$ cat src/rtl/pyramid_pkg.sv
// Shared constants and types for the 4/5 image pyramid: scale ratio, level count,
// upscaler FSM states and the default coordinate type.
package pyramid_pkg;

    // round(c * 5 / 4) == (c * SCALE_NUM + SCALE_ROUND) >> SCALE_SHIFT
    localparam int SCALE_NUM   = 5;
    localparam int SCALE_SHIFT = 2;
    localparam int SCALE_ROUND = 2;

    localparam int DEFAULT_NUM_LEVELS = 8;
    localparam int DEFAULT_COORD_BITS = 16;

    typedef logic [DEFAULT_COORD_BITS-1:0] coord_t;

    typedef enum logic [1:0] {
        IDLE  = 2'd0,
        SCALE = 2'd1,
        DONE  = 2'd2
    } upscaler_state_t;

endpackage : pyramid_pkg

$ cat src/rtl/coord_scale_step_5_4.sv
// One level of 4/5-pyramid upscaling on a single axis: round(c*5/4), saturating.
// Purely combinational.
module coord_scale_step_5_4
    import pyramid_pkg::*;
#(
    parameter int COORD_BITS = 16
) (
    input  logic [COORD_BITS-1:0] c,
    output logic [COORD_BITS-1:0] result,
    output logic                  sat
);

    // Three guard bits hold c*5+2 without overflow for any COORD_BITS-wide c.
    localparam int W = COORD_BITS + 3;

    logic [W-1:0] c_ext;
    logic [W-1:0] prod;
    logic [W-1:0] s;

    always_comb begin
        c_ext  = {3'b000, c};
        prod   = c_ext * W'(SCALE_NUM) + W'(SCALE_ROUND);
        s      = prod >> SCALE_SHIFT;
        sat    = |s[W-1:COORD_BITS];
        result = sat ? {COORD_BITS{1'b1}} : s[COORD_BITS-1:0];
    end

endmodule : coord_scale_step_5_4

$ cat src/rtl/coordinate_upscaler_5_4.sv
// Maps a level-L feature coordinate to level 0 by applying round(c*5/4) L times, one level
// per clock; result valid L+1 clocks after accept, held in DONE until out_ready.
module coordinate_upscaler_5_4
    import pyramid_pkg::*;
#(
    parameter int COORD_BITS = 16,
    parameter int LEVEL_BITS = 3,
    parameter int NUM_LEVELS = DEFAULT_NUM_LEVELS
) (
    input  logic                  clk,
    input  logic                  reset,
    input  logic                  in_valid,
    output logic                  in_ready,
    input  logic [COORD_BITS-1:0] in_x,
    input  logic [COORD_BITS-1:0] in_y,
    input  logic [LEVEL_BITS-1:0] in_level,
    output logic                  out_valid,
    input  logic                  out_ready,
    output logic [COORD_BITS-1:0] out_x,
    output logic [COORD_BITS-1:0] out_y,
    output logic                  out_sat
);

    upscaler_state_t       state_q;
    logic                  in_ready_q;
    logic                  out_valid_q;
    logic [COORD_BITS-1:0] x_q;
    logic [COORD_BITS-1:0] y_q;
    logic                  sat_q;
    logic [LEVEL_BITS-1:0] remaining_q;

    logic [COORD_BITS-1:0] x_d;
    logic [COORD_BITS-1:0] y_d;
    logic                  sat_x;
    logic                  sat_y;
    logic [LEVEL_BITS-1:0] level_clamped;

    coord_scale_step_5_4 #(.COORD_BITS(COORD_BITS)) u_step_x (
        .c      (x_q),
        .result (x_d),
        .sat    (sat_x)
    );

    coord_scale_step_5_4 #(.COORD_BITS(COORD_BITS)) u_step_y (
        .c      (y_q),
        .result (y_d),
        .sat    (sat_y)
    );

    // Out-of-range levels behave as the coarsest legal level.
    always_comb begin
        level_clamped = in_level;
        if (int'(in_level) > NUM_LEVELS - 1) begin
            level_clamped = LEVEL_BITS'(NUM_LEVELS - 1);
        end
    end

    always_ff @(posedge clk) begin
        if (reset) begin
            state_q     <= IDLE;
            in_ready_q  <= 1'b1;
            out_valid_q <= 1'b0;
            x_q         <= '0;
            y_q         <= '0;
            sat_q       <= 1'b0;
            remaining_q <= '0;
        end else begin
            case (state_q)
                IDLE: begin
                    if (in_valid) begin
                        x_q         <= in_x;
                        y_q         <= in_y;
                        sat_q       <= 1'b0;
                        remaining_q <= level_clamped;
                        in_ready_q  <= 1'b0;
                        if (level_clamped == '0) begin
                            state_q     <= DONE;
                            out_valid_q <= 1'b1;
                        end else begin
                            state_q <= SCALE;
                        end
                    end
                end
                SCALE: begin
                    x_q         <= x_d;
                    y_q         <= y_d;
                    sat_q       <= sat_q | sat_x | sat_y;
                    remaining_q <= remaining_q - LEVEL_BITS'(1);
                    if (remaining_q == LEVEL_BITS'(1)) begin
                        state_q     <= DONE;
                        out_valid_q <= 1'b1;
                    end
                end
                DONE: begin
                    // in_ready rises only after the handshake edge, never alongside it.
                    if (out_ready) begin
                        state_q     <= IDLE;
                        out_valid_q <= 1'b0;
                        in_ready_q  <= 1'b1;
                    end
                end
                default: begin
                    state_q     <= IDLE;
                    out_valid_q <= 1'b0;
                    in_ready_q  <= 1'b1;
                end
            endcase
        end
    end

    assign in_ready  = in_ready_q;
    assign out_valid = out_valid_q;
    assign out_x     = x_q;
    assign out_y     = y_q;
    assign out_sat   = sat_q;

endmodule : coordinate_upscaler_5_4

$ cat config.mk
export PLATFORM = sky130hd
export DESIGN_NAME = coordinate_upscaler_5_4
export DESIGN_NICKNAME = d
export VERILOG_FILES = /design/src/rtl/pyramid_pkg.sv /design/src/rtl/coord_scale_step_5_4.sv /design/src/rtl/coordinate_upscaler_5_4.sv
export SDC_FILE = /design/constraint.sdc
export NUM_CORES = 1
export LEC_CHECK = 0
export ABC_AREA = 0
export BUFFER_PORTS_ARGS = -buffer_cell sky130_fd_sc_hd__buf_2
export CAP_MARGIN = 20
export CORE_MARGIN = 2
export CORE_UTILIZATION = 56
export DETAILED_ROUTE_END_ITERATION = 12
export PLACE_DENSITY = 0.84
export SYNTH_ARGS = -nofsm -noshare
export SYNTH_HDL_FRONTEND = slang
export SYNTH_SLANG_ARGS = --single-unit
$ cat constraint.sdc
create_clock -name clk -period 3.5 [get_ports clk]
set_clock_uncertainty 0.1 [all_clocks]
set_input_delay 0.7 -clock clk [delete_from_list [all_inputs] [get_ports clk]]
set_output_delay 0.7 -clock clk [all_outputs]
set_load 0.02 [all_outputs]
; ---- After elaboration in Yosys (flattened, before gate mapping)
; Cells that the tools add are included.
[op_classes]
add_sub_neg = 3
multipliers = 2
eq_ne = 7
muxes = 22
bitwise_logic = 3
reduce_logical = 7
[op_table]
columns = op, count
row1 = $mux 16, 4
row2 = $pmux 16 s2, 2
row3 = $add 19x2->19 const B, 2
row4 = $mul 16x3->19 const B, 2
row5 = $mux 2, 4
row6 = $ne 2x2->1 const B, 4
row7 = $mux 1, 6
row8 = $pmux 1 s3, 2
row9 = $pmux 2 s3, 1
row10 = $pmux 3 s2, 1
row11 = $reduce_and 3->1, 2
row12 = $reduce_and 4->1, 1
row13 = $eq 3x1->1 const B, 1
row14 = $logic_not 3->1, 1
row15 = $mux 3, 1
row16 = $sub 3x1->3 const B, 1
row17 = $eq 2x1->1 const B, 1
row18 = $eq 2x2->1 const B, 1
row19 = $logic_not 2->1, 1
row20 = $or 1x1->1, 2
row21 = $pmux 1 s2, 1
row22 = $reduce_and 2->1, 1
row23 = $reduce_bool 2->1, 1
row24 = $not 1->1, 1
[word_totals]
regBits = 40
out_inout_bits = 35

; ---- Longest topological paths before layout
[logic_depth]
depth_word = 5
depth_mapped = 11

; ---- By module
; A second synthesis with hierarchy kept.
[unflattened]
cells_unflattened = 497
hier_area_um2 = 4020.1
[modules_own_cells]
columns = mod, instances, cells_each, area_each_um2
row1 = coord_scale_step_5_4, 2, 135, 1023.5
row2 = coordinate_upscaler_5_4, 1, 227, 1973.1

; ---- Worst setup path before layout
; OpenSTA, ideal clock, no wires.
[synth_path]
kind = flip-flop to flip-flop
from = register y_q[1] (netlist: out_y[1])
to = register y_q[14] (netlist: out_y[14])
setup_ns = 0.079
arrival_ns = 2.569
setup_slack_ns = 0.752
stages_incl_launch_ff = 10
cell_sequence = dfxtp_1 ha_1 ha_1 a31oi_1 a22o_1 o21ba_4 nor4b_4 nor4_1 or4_1 o211ai_1
[synth_via]
elab_chain_len = 4
[synth_rtl]
columns = item, line
row1 = start: declaration, coordinate_upscaler_5_4.sv:28  ; logic [COORD_BITS-1:0] y_q;
row2 = start signal: assignment, coordinate_upscaler_5_4.sv:72  ; y_q <= in_y;
row3 = start signal: assignment, coordinate_upscaler_5_4.sv:86  ; y_q <= y_d;
row4 = $mul 16x3->19, coord_scale_step_5_4.sv:22  ; prod = c_ext * W'(SCALE_NUM) + W'(SCALE_ROUND);
row5 = $add 19x2->19, coord_scale_step_5_4.sv:22
row6 = $mux 16, coord_scale_step_5_4.sv:25  ; result = sat ? {COORD_BITS{1'b1}} : s[COORD_BITS-1:0];
row7 = $pmux 16 s2, coordinate_upscaler_5_4.sv:68  ; case (state_q)
; No other way between the ends.
; A chain may end at the register's enable or synchronous reset.

; ---- Worst setup path after layout
; Ends and elaborated chain as after synthesis.

==> metrics <==
status=complete, no violations; crit end category=register; worst skew pair latency=300 ps; Final HPWL DP=6834 µm; site row count=29; max_slew headroom=59.45%; flop2flop setup slack=470 ps; met2 Usage GRT=42.71%; initial core utilization=57.38%; XOR/XNOR Fraction of Synth Area=5.592%; Cells after Synth=438; cell family with most CP delay=compound AO/OA/AOI/OAI gates; die width=84.20 µm; Worst Path Arrival=3110 ps; Post-CTS Setup Inserts=0; GP Congestion=0.9100; most common cell in the synthesized netlist=nand2_1; Worst R2R Start=out_y[1]$_SDFFE_PP0P_; vias per cell=6.131; Post-Syn Area per Cell=8.224 µm²; Finished Layout Cells=578; Slew Limit Fails=0; hold_buf cts=0; routed wire length=9019 µm; largest net degree at the start of global routing=44; Max Freq=329.9 MHz; cell depth of the worst flop-to-flop path=9; clk sinks=40; period utilisation layout=86.60%; total number of vias=3544; Worst path most repeated cell=ha_1; main area contributors after synthesis=dfxtp_1 (22%), ha_1 (21%), nand2_1 (7.1%); RSZ-0062 raised after global routing=false; ys async rst share=0%; complex-gate fraction of the synthesized area=28.31%; Hold Path End=out_valid$_SDFFE_PP0P_; final hold vios=0; P&R area growth vs syn=13.75%; initial antenna violation count=0; Worst-Margin Slew=607.4 ps; min cycle time layout=3031 ps; number of flops mapped to enable cells by yosys=0; CP max FO=14; final core occ=65.28%; mux share of post-synthesis cell area=0.5905%; maximum VDD drop=0.2783 mV; I/O Buffers=73; Routed WL per cell=15.60 µm; Post-Route Setup TNS=0 ps; number of setup violations in the final report=0; CTS tree=done; drt drc=0; Synth Net Count=537; DRT Pass-1 Iters=7; count of cell types in the netlist=55; first-pass GRT wire length=15200 µm; Required @ worst endpoint=3570 ps; number of max-cap violations=0; Longest Clk Path Bufs=2; vias in the first global route=3379; Crit path largest cell delay=410 ps; nets=599; sequential area share after synthesis=22.23%; Global Route met3 Usage=4.720%; Die H=84.20 µm; htree depth=2; startpoint types=register; most instantiated cells after synthesis=nand2_1 (68), ha_1 (60), dfxtp_1 (40); total gr overflow=0; Ys Warns=0; top-area cell type share of the netlist area=22.23%; Num CTS Buffers=5; Synth area leader=dfxtp_1; Syn Std Cell Area=3602 µm²; WHS Path Cells=2; P_leak=2.159 nW; Core Region=6277 µm²; GR Util All Layers=25.11%; first-iteration detailed-routing DRC count=136; IO Pins=74; final worst setup slack=469.1 ps; FF+latch count, synth=40; post-cts gate resize count=0; Die Footprint=7090 µm²; Final ANT Viol Nets=0; pre-CTS setup slack=508.3 ps; Pwr Density=553.0 nW/µm²; layout cells sized above 1=20.16%; hold path startpoint=out_valid$_SDFFE_PP0P_; post-synthesis simple-gate area fraction=18.27%; CP Buf/Inv Count=0; Clock Pin Slew Worst Setup and Hold Paths=90 ps; worst path cell trace=ha_1, ha_1, a31oi_1, a22o_1, o311ai_2, a21boi_1, nand2_1, a211oi_1, o211ai_1; adder-cell share of the synthesized area=20.84%; HP Class=reg -> reg; predominant post-synthesis flop cell=dfxtp_1; diodes inserted=0; largest family of logic cells by synthesized area=compound AO/OA/AOI/OAI gates; busiest grt layer=met2; Placed Instances=570; Slowest-stage cell, CP=dfxtp_1; Root Driver=clkbuf_8; reg2reg end=out_y[14]$_SDFFE_PP0P_; met1 Use GR=32.95%; Crit Path Class=reg -> reg
-- where the power goes --
group	internal [mW]	switching, mW
clock	0.158	0.181
combinational	0.497	0.769
sequential	0.548	0.113
total	1.20	1.06
-- registers in the layout (all words and copies together) (netlist names) --
register	cells
out_y	16
state_q	2
out_valid	1
in_ready	1
out_x	16
out_sat	1
remaining_q	3
-- tightest hold or removal path: cells and delay by family, from the launching register on --
| family | cells | cell delay, ps |
|---|---|---|
| flops | 1 | 310 |
| compound gates | 1 | 60 |
| buf+inv | 1 | 50 |
-- worst max path at each step --
| stage | end | cells past startpoint | slack [ps] | start |
|---|---|---|---|---|
| floorplan | out_y[14]$_SDFFE_PP0P_ | 9 | 750 | out_y[1]$_SDFFE_PP0P_ |
| global placement | out_y[14]$_SDFFE_PP0P_ | 9 | 580 | out_y[1]$_SDFFE_PP0P_ |
| detailed placement | out_y[14]$_SDFFE_PP0P_ | 9 | 510 | out_y[1]$_SDFFE_PP0P_ |
| CTS | out_y[14]$_SDFFE_PP0P_ | 9 | 490 | out_y[1]$_SDFFE_PP0P_ |
| global route | out_y[10]$_SDFFE_PP0P_ | 9 | 250 | out_y[1]$_SDFFE_PP0P_ |
| finish | out_y[14]$_SDFFE_PP0P_ | 9 | 470 | out_y[1]$_SDFFE_PP0P_ |
-- area by class of cell --
cell class | instances | area, µm²
multi-input combinational | 361 | 2660
inverter | 16 | 60.06
sequential | 40 | 800.8
fill | 556 | 2180
clock inverter | 2 | 10.01
tap | 77 | 96.34
clock buffer | 6 | 82.58
timing repair buffer | 76 | 387.9
-- cell usage in the layout (no fill, tap or decap), drive strengths merged, types with 2 or more instances in the layout --
cell type and n:
buf 76, nand2 68, ha 60, dfxtp 40
a21oi 30, nor2 26, o221ai 25, inv 16
xnor2 13, o21ai 13, a21o 11, nand3 10
xor2 10, and3 8, nor3 8, nand2b 7
o21a 7, o21bai 6, a31oi 6, o22ai 6
clkbuf 6, a211oi 5, nor2b 4, nor4 4
o211ai 4, a22oi 4, a221oi 3, o31a 3
or3 2, clkinv 2
-- cells by family after synthesis --
family                   after synthesis
XOR/XNOR                              23
multiplexers                           2
buffers and inverters                 37
AO/OA/AOI/OAI                        134
flip-flops                            40
adder cells (fa/ha/maj)               60
AND/OR/NAND/NOR                      142
-- routing by layer --
layer	wire (µm)	vias to the layer above
met5	0	-
met4	94	0
met3	558	12
met2	4279	114
met1	4087	1658
li1	-	1760
-- metrics by stage --
stage	total power, mW	area [µm²]	hold slack [ps]
global placement	1.875	4005	349.8
finish	2.266	4098	370.8
CTS	2.268	4098	373.3
global route	2.450	4098	407.3
detailed placement	1.929	4005	358.7
floorplan	1.606	3602	368.4
No activity file was read; power rests on OpenSTA's default activity.
